<file path="src/rtl/gain_ctrl.sv">
// gain_ctrl: user/host gain level control with mute and a slew-limited ramp
// toward the active target (0 while muted, otherwise the user level).
//
// Ports:
//   clk        system clock, all state changes on its rising edge
//   rst        asynchronous active-high reset
//   host_req   host gain-write request, held with host_gain until host_ack
//   host_gain  requested gain level (unsigned, clamped to MAX_GAIN)
//   host_ack   one-cycle acceptance pulse
//   btn_up     single-cycle pulse: level += BTN_STEP (clamped)
//   btn_down   single-cycle pulse: level -= BTN_STEP (floored at 0)
//   btn_mute   single-cycle pulse: toggle mute
//   gain_out   ramped gain code for the datapath (unity = UNITY_GAIN)
//   busy       high while ramping
//   muted      high while muted and fully ramped down to 0
module gain_ctrl #(
    parameter logic [19:0] UNITY_GAIN = 20'd8192,
    parameter logic [19:0] MAX_GAIN   = 20'd65535,
    parameter logic [19:0] BTN_STEP   = 20'd512,
    parameter logic [19:0] RAMP_STEP  = 20'd256,
    parameter int unsigned RAMP_DIV   = 4
) (
    input  logic        clk,
    input  logic        rst,
    input  logic        host_req,
    input  logic [19:0] host_gain,
    output logic        host_ack,
    input  logic        btn_up,
    input  logic        btn_down,
    input  logic        btn_mute,
    output logic [19:0] gain_out,
    output logic        busy,
    output logic        muted
);

    localparam int unsigned DIV_W = (RAMP_DIV > 1) ? $clog2(RAMP_DIV) : 1;
    localparam logic [DIV_W-1:0] DIV_LAST = DIV_W'(RAMP_DIV - 1);

    typedef enum logic [1:0] {
        IDLE  = 2'd0,
        RAMP  = 2'd1,
        MUTED = 2'd2
    } state_t;

    state_t             state_q, state_d;
    logic [19:0]        level_q, level_d;
    logic               mute_q, mute_d;
    logic [19:0]        gain_q, gain_d;
    logic [DIV_W-1:0]   div_cnt_q, div_cnt_d;
    logic               host_ack_q, host_ack_d;

    logic               host_accept;
    logic [20:0]        level_sum;
    logic [19:0]        target_q, target_d;

    always_comb begin
        host_accept = host_req && !host_ack_q;
        host_ack_d  = host_accept;
        level_sum   = {1'b0, level_q} + {1'b0, BTN_STEP};

        // Host acceptance takes priority and swallows any button pulse.
        level_d = level_q;
        if (host_accept) begin
            level_d = (host_gain > MAX_GAIN) ? MAX_GAIN : host_gain;
        end else if (btn_up && !btn_down) begin
            level_d = (level_sum > {1'b0, MAX_GAIN}) ? MAX_GAIN : level_sum[19:0];
        end else if (btn_down && !btn_up) begin
            level_d = (level_q >= BTN_STEP) ? (level_q - BTN_STEP) : '0;
        end

        mute_d   = mute_q ^ btn_mute;
        target_q = mute_q ? '0 : level_q;

        // Ramp works from registered gain/target; direction re-evaluated each step.
        gain_d    = gain_q;
        div_cnt_d = '0;
        if (gain_q != target_q) begin
            if (div_cnt_q == DIV_LAST) begin
                div_cnt_d = '0;
                if (target_q > gain_q) begin
                    gain_d = ((target_q - gain_q) <= RAMP_STEP) ? target_q : (gain_q + RAMP_STEP);
                end else begin
                    gain_d = ((gain_q - target_q) <= RAMP_STEP) ? target_q : (gain_q - RAMP_STEP);
                end
            end else begin
                div_cnt_d = div_cnt_q + DIV_W'(1);
            end
        end

        // State is derived from next-cycle values so it always matches the
        // registered gain/target/mute it is presented alongside.
        target_d = mute_d ? '0 : level_d;
        if (mute_d && (gain_d == '0)) begin
            state_d = MUTED;
        end else if (!mute_d && (gain_d == target_d)) begin
            state_d = IDLE;
        end else begin
            state_d = RAMP;
        end
    end

    always_ff @(posedge clk or posedge rst) begin
        if (rst) begin
            state_q    <= RAMP;
            level_q    <= UNITY_GAIN;
            mute_q     <= 1'b0;
            gain_q     <= '0;
            div_cnt_q  <= '0;
            host_ack_q <= 1'b0;
        end else begin
            state_q    <= state_d;
            level_q    <= level_d;
            mute_q     <= mute_d;
            gain_q     <= gain_d;
            div_cnt_q  <= div_cnt_d;
            host_ack_q <= host_ack_d;
        end
    end

    assign gain_out = gain_q;
    assign host_ack = host_ack_q;
    assign busy     = (state_q == RAMP);
    assign muted    = (state_q == MUTED);

endmodule

</file>
<file path="config.mk">
export PLATFORM = sky130hd
export DESIGN_NAME = gain_ctrl
export DESIGN_NICKNAME = d
export VERILOG_FILES = /design/src/rtl/gain_ctrl.sv
export SDC_FILE = /design/constraint.sdc
export NUM_CORES = 1
export LEC_CHECK = 0
export CAP_MARGIN = 20
export CORE_MARGIN = 5
export CORE_UTILIZATION = 60
export CTS_CLUSTER_SIZE = 8
export DETAILED_ROUTE_END_ITERATION = 16
export PLACE_DENSITY_LB_ADDON = 0.05
export SYNTH_ARGS = -nofsm -noshare
export SYNTH_HDL_FRONTEND = slang
export SYNTH_SLANG_ARGS = --single-unit
</file>
<file path="constraint.sdc">
create_clock -name clk -period 9 [get_ports clk]
set_input_delay 1.8 -clock clk [delete_from_list [all_inputs] [get_ports clk]]
set_output_delay 1.8 -clock clk [all_outputs]
set_load 0.01 [all_outputs]
</file>
; ---- After elaboration in Yosys (flattened, before gate mapping)
; Index checks and enable logic that the tools add are counted.
; Widths: inputs -> output; s select.
[word_totals]
reg_bits = 46
wordCells = 52
[op_classes]
addsub = 7
n_lt_le_gt_ge = 6
eq_ne = 5
muxes = 17
bitwise_logic = 1
reduce_logical = 10
[ops]
columns = op, count
row1 = $mux 20, 13
row2 = $le 20x9->1 const B, 2
row3 = $sub 20x20->20, 2
row4 = $add 20x10->21 const B, 1
row5 = $gt 21x16->1 const B, 1
row6 = $add 20x9->20 const B, 1
row7 = $eq 20x20->1, 1
row8 = $ge 20x10->1 const B, 1
row9 = $gt 20x16->1 const B, 1
row10 = $gt 20x20->1, 1
row11 = $logic_not 20->1, 1
row12 = $ne 20x20->1, 1
row13 = $sub 20x10->20 const B, 1
row14 = $sub 20x9->20 const B, 1
row15 = $mux 2, 3
row16 = $logic_and 1x1->1, 5
row17 = $eq 2x2->1 const B, 2
row18 = $logic_not 1->1, 4
row19 = $add 2x1->2 const B, 1
row20 = $eq 2x1->1 const B, 1
row21 = $mux 1, 1
row22 = $xor 1x1->1, 1

; ---- Depth between registers and ports, before layout
[depth]
ltp_word = 11
ltp_mapped = 22

; ---- Worst setup path before layout
; No wires, ideal clock.
[synth_path]
path_kind = reg2reg
start = register mute_q
end = register state_q[0]
setup_time_ps = 85
arrival_time_ps = 4659
slack_ps = 4256
stages_incl_launch_ff = 22
n_path_buf = 4
cell_sequence = dfrtp_1 > clkbuf_1 > clkbuf_1 > nand2b_1 > inv_1 > ha_1 > buf_6 > a21o_1 > nor3_2 > a21oi_1 > xor2_1 > or4_4 > a2111oi_4 > and2_1 > buf_6 > mux2_1 > a221o_1 > nand2b_1 > o41ai_1 > nand4_1 > nor4_1 > a21oi_1
[synth_via]
elab_chain_cells = 11
elab_cells_between_ends = 21
classes_between = add/sub: 2 / order compare: 3 / eq/ne: 2 / mux: 9 / bitwise: 1 / reduce/logical: 4
[synth_rtl]
columns = element, line_no
row1 = "start, declared", 47  ; logic mute_q, mute_d;
row2 = "start signal, assigned", 113  ; mute_q <= mute_d;
row3 = $mux 20 *, 72  ; target_q = mute_q ? '0 : level_q;
row4 = "$sub 20x20->20, on equally long branches", "83, 81"
row5 = "$le 20x9->1, on equally long branches", "83, 81"
row6 = "$mux 20, on equally long branches", "83, 81"
row7 = $mux 20, 80  ; if (target_q > gain_q) begin
row8 = $mux 20, 78  ; if (div_cnt_q == DIV_LAST) begin
row9 = $mux 20 *, 77  ; if (gain_q != target_q) begin
row10 = via gain_d[18], 48  ; logic [19:0] gain_q, gain_d;
row11 = $eq 20x20->1, 95  ; end else if (!mute_d && (gain_d == target_d)) begin
row12 = $logic_and 1x1->1, 95
row13 = $mux 1, 95
row14 = $mux 2 *, 93  ; if (mute_d && (gain_d == '0)) begin
row15 = via state_d[0], 45  ; state_t state_q, state_d;
row16 = "end signal, assigned", 111  ; state_q <= state_d;
row17 = "end, declared", 45
; Mark *: on every way through the listed nets, which the timed path passes. The rest lies on a longest branch.

; ---- Worst setup path after layout
[layout_path]
start = register mute_q
end = register state_q[0]
[layout_via]
elab_chain_cells = 11
elab_cells_between_ends = 21
classes_between = add/sub: 2 / order compare: 3 / eq/ne: 2 / mux: 9 / bitwise: 1 / reduce/logical: 4
[layout_rtl]
columns = element, line_no
row1 = $mux 20, 72
row2 = "$sub 20x20->20, on equally long branches", "83, 81"
row3 = "$le 20x9->1, on equally long branches", "83, 81"
row4 = "$mux 20, on equally long branches", "83, 81"
row5 = $mux 20, 80
row6 = $mux 20, 78
row7 = $mux 20, 77
row8 = $eq 20x20->1, 95
row9 = $logic_and 1x1->1, 95
row10 = $mux 1, 95
row11 = $mux 2 *, 93
row12 = via state_d[0], 45
; Marked as above.

==> results.toml <==
[worst_setup_path]
crit_chain = "nor2b_1 -> inv_1 -> ha_1 -> and4_4 -> and3_1 -> a2bb2oi_1 -> o221a_2 -> o32ai_2 -> a2111oi_4 -> and2_1 -> mux2_1 -> nor3_1 -> nand2b_1 -> o41ai_1 -> nand4_1 -> nor4_1 -> a21oi_1"
crit_path_start_kind = "flop"
slowest_delay_ns = 0.74
cp_slowest_cell = "and2_1"
cp-end-kind = "flop"
crit_fanout = 21
worst-setup-path-type = "flop to flop"
worstPathArrival_ns = 6.43
critical-path-top-delay-family = "simple AND/OR/NAND/NOR gates"
path_buf_inv = 1
worstPathRequired_ns = 9.25

[pwr]
clkPwrFrac_pct = 5.6
p_comb_share_pct = 79.4
power_switching_mw = 1.37
cellLeakagePower_nw = 2.71
peakVddDrop_mv = 0.148
p_int_mw = 0.977
p_seq_share_pct = 15.0
p_per_area_nw_per_um2 = 345
swShare_pct = 58.4

[placed_design]
dp_hpwl_um = 16900
dp_slack_ns = 3.05
port_buffers = 48
place_congestion = 1.08

[drt]
drt-initial-drc-count = 1097
vias = 6961
wl_per_cell_um = 21.6
postRouteAntennaNets = 0
drc = 0
viasPerCell = 7.02
firstDrtPassIters = 8
wl_um = 21400

[clock_network]
postCtsHoldBufs = 0
cts_tree = "built"
clockBufferDepth = 2
post_cts_buffers = 0
h-tree-depth = 2
cts_resized = 0
numClockSinks = 46
clk_latency_ns = 0.31
clk_pin_slew_ns = 0.09
cts-root-buf = "clkbuf_8"
cts_buffers = 5

[timing]
rsz0062_at_grt = "no"
setup_viol = 0
hold_viol = 0
period_share_pct = 68.7
fin_setup_tns_ns = 0
max_freq_mhz = 162
clock_skew_ns = 0.00809
slew_headroom_pct = 33.5
fin_ws_ns = 2.82
tightestPinTransition_ns = 0.995
min_period_ns = 6.18
slew_viol_final = 0

[synthesis]
synth_cell_types = 83
ys_ff_latch = 46
ys.flop_type = "dfrtp_1"
synth_area_per_cell_um2 = 7.47
synth_top_area_share_pct = 17.6
synthCells = 836
synth_common_cells = "nor2_1 (80), a21oi_1 (78), inv_1 (60), nand2_1 (56), ha_1 (48)"
synth_most_common_cell = "nor2_1"
synth_edf_count = 0
synth_warnings = 0
synth_seq_area_share_pct = 18.5
synth_area_um2 = 6250
synthArstFlopShare_pct = 100
yosys.area.top_type = "dfrtp_1"
synth_fp_nets = 910
netlist_top_cells_area = "dfrtp_1 (18%), ha_1 (9.6%), a21oi_1 (6.2%)"

[global_routing]
busiest_layer = "met2"
grt_usage_pct = 33.1
grt_max_degree = 47
grtUsageMet3_pct = 5.28
grt-ovfl-total = 0
grt_use_met2_pct = 54.3
antenna_found_initial = 0
grt_pass1_wl_um = 34000
first_global_vias = 6519
use_met1_pct = 41.9

[layout]
area_growth_syn_to_layout_pct = 8.91
layout.nets = 928
diodes = 0
layout-drive-gt1-share_pct = 5.50

[run]
cap_violations = 0

[floorplanning]
dieArea_um2 = 12600
dieWidth_um = 112
pin_count = 49
rows = 37
die_h_um = 112
start_util_pct = 61.1
core_area_um2 = 10200

[outcome]
status = "completed"

[min_path]
hold_path.class = "flop to flop"
cell usage in the layout (no fill, tap or decap), drive strengths merged, types with 5 or more instances in the layout:
cell type / n
xnor2: 37
ha: 48
nor3: 30
o21bai: 5
clkbuf: 5
or3: 13
o22a: 6
o41ai: 5
a21o: 12
nor4: 8
nand3: 25
a31oi: 8
inv: 62
and4: 11
clkdlybuf4s50: 48
nand2: 58
dfrtp: 44
or4: 6
a21oi: 82
and2: 10
o31ai: 7
nand2b: 23
o21a: 7
nand4: 18
o21ai: 50
and3: 8
nor2: 80
or2: 5
o211ai: 11
mux2i: 17
o22ai: 6
xor2: 7
a211oi: 11
nor2b: 15
layer usage:
layer	vias to the layer above	wire length (um)
li1	3094	-
met1	3237	8230
met2	499	9910
met3	131	2020
met4	0	1280
met5	-	0
state kept, by name (all words and copies together) (netlist names):
name and flops:
div_cnt_q 2, level_q 20, gain_out 20, mute_q 1, state_q 2, host_ack 1
cells by family after synthesis:
logic type | after synthesis | synth area share [%]
adders and majority gates | 48 | 9.61
and+or+nand+nor | 320 | 26.8
AOI/OAI and AO/OA | 257 | 28.5
buffers and inverters | 100 | 7.01
muxes | 21 | 3.44
DFF | 46 | 18.5
xor gates and xnor gates | 44 | 6.17
power by group through the flow:
stage               clock network [mW]  logic (mW)  registers [mW]
floorplan                            0        1.38           0.306
global placement                     0        1.78           0.347
CTS                              0.132        1.79           0.345
global route                     0.142        2.00           0.357
finish                           0.132        1.87           0.351
detailed placement                   0        1.78           0.349
area by class of cell:
type                            count  area [um2]
Clock buffer                        5        68.8
Timing Repair Buffer               50         508
Tap cell                          136         170
Inverter                           61         229
Sequential cell                    46        1150
Multi-Input combinational cell    690        4660
Clock inverter                      3        18.8
Fill cell                         877        3430
worst paths after layout:
check                                  startpoint  slack (ns)                     end  cells after the start
max                              mute_q$_DFF_PP0_        2.82    state_q[0]$_DFF_PP1_                     17
min                        div_cnt_q[0]$_DFF_PP0_        0.46  div_cnt_q[0]$_DFF_PP0_                      1
max reg2reg                      mute_q$_DFF_PP0_        2.82    state_q[0]$_DFF_PP1_                     17
min reg2reg                div_cnt_q[0]$_DFF_PP0_        0.46  div_cnt_q[0]$_DFF_PP0_                      1
max in group asynchronous                     rst        6.87   level_q[13]$_DFF_PP1_                      3
min in group asynchronous                     rst        1.64    level_q[4]$_DFF_PP0_                      2
metrics by stage:
step / total power [mW] / hold WS [ns] / std cells / cell area, um2 / utilization, %
after floorplan: 1.68 / 0.415 / 836 / 6250 / -
after global placement: 2.13 / 0.424 / 982 / 6700 / 65.5
after detailed placement: 2.13 / 0.450 / 982 / 6700 / 65.5
after CTS: 2.27 / 0.462 / 990 / 6790 / 66.3
after global routing: 2.50 / 0.490 / 991 / 6810 / 66.5
final: 2.35 / 0.461 / 991 / 6810 / 66.5
No activity file was read; power rests on OpenSTA's default activity.
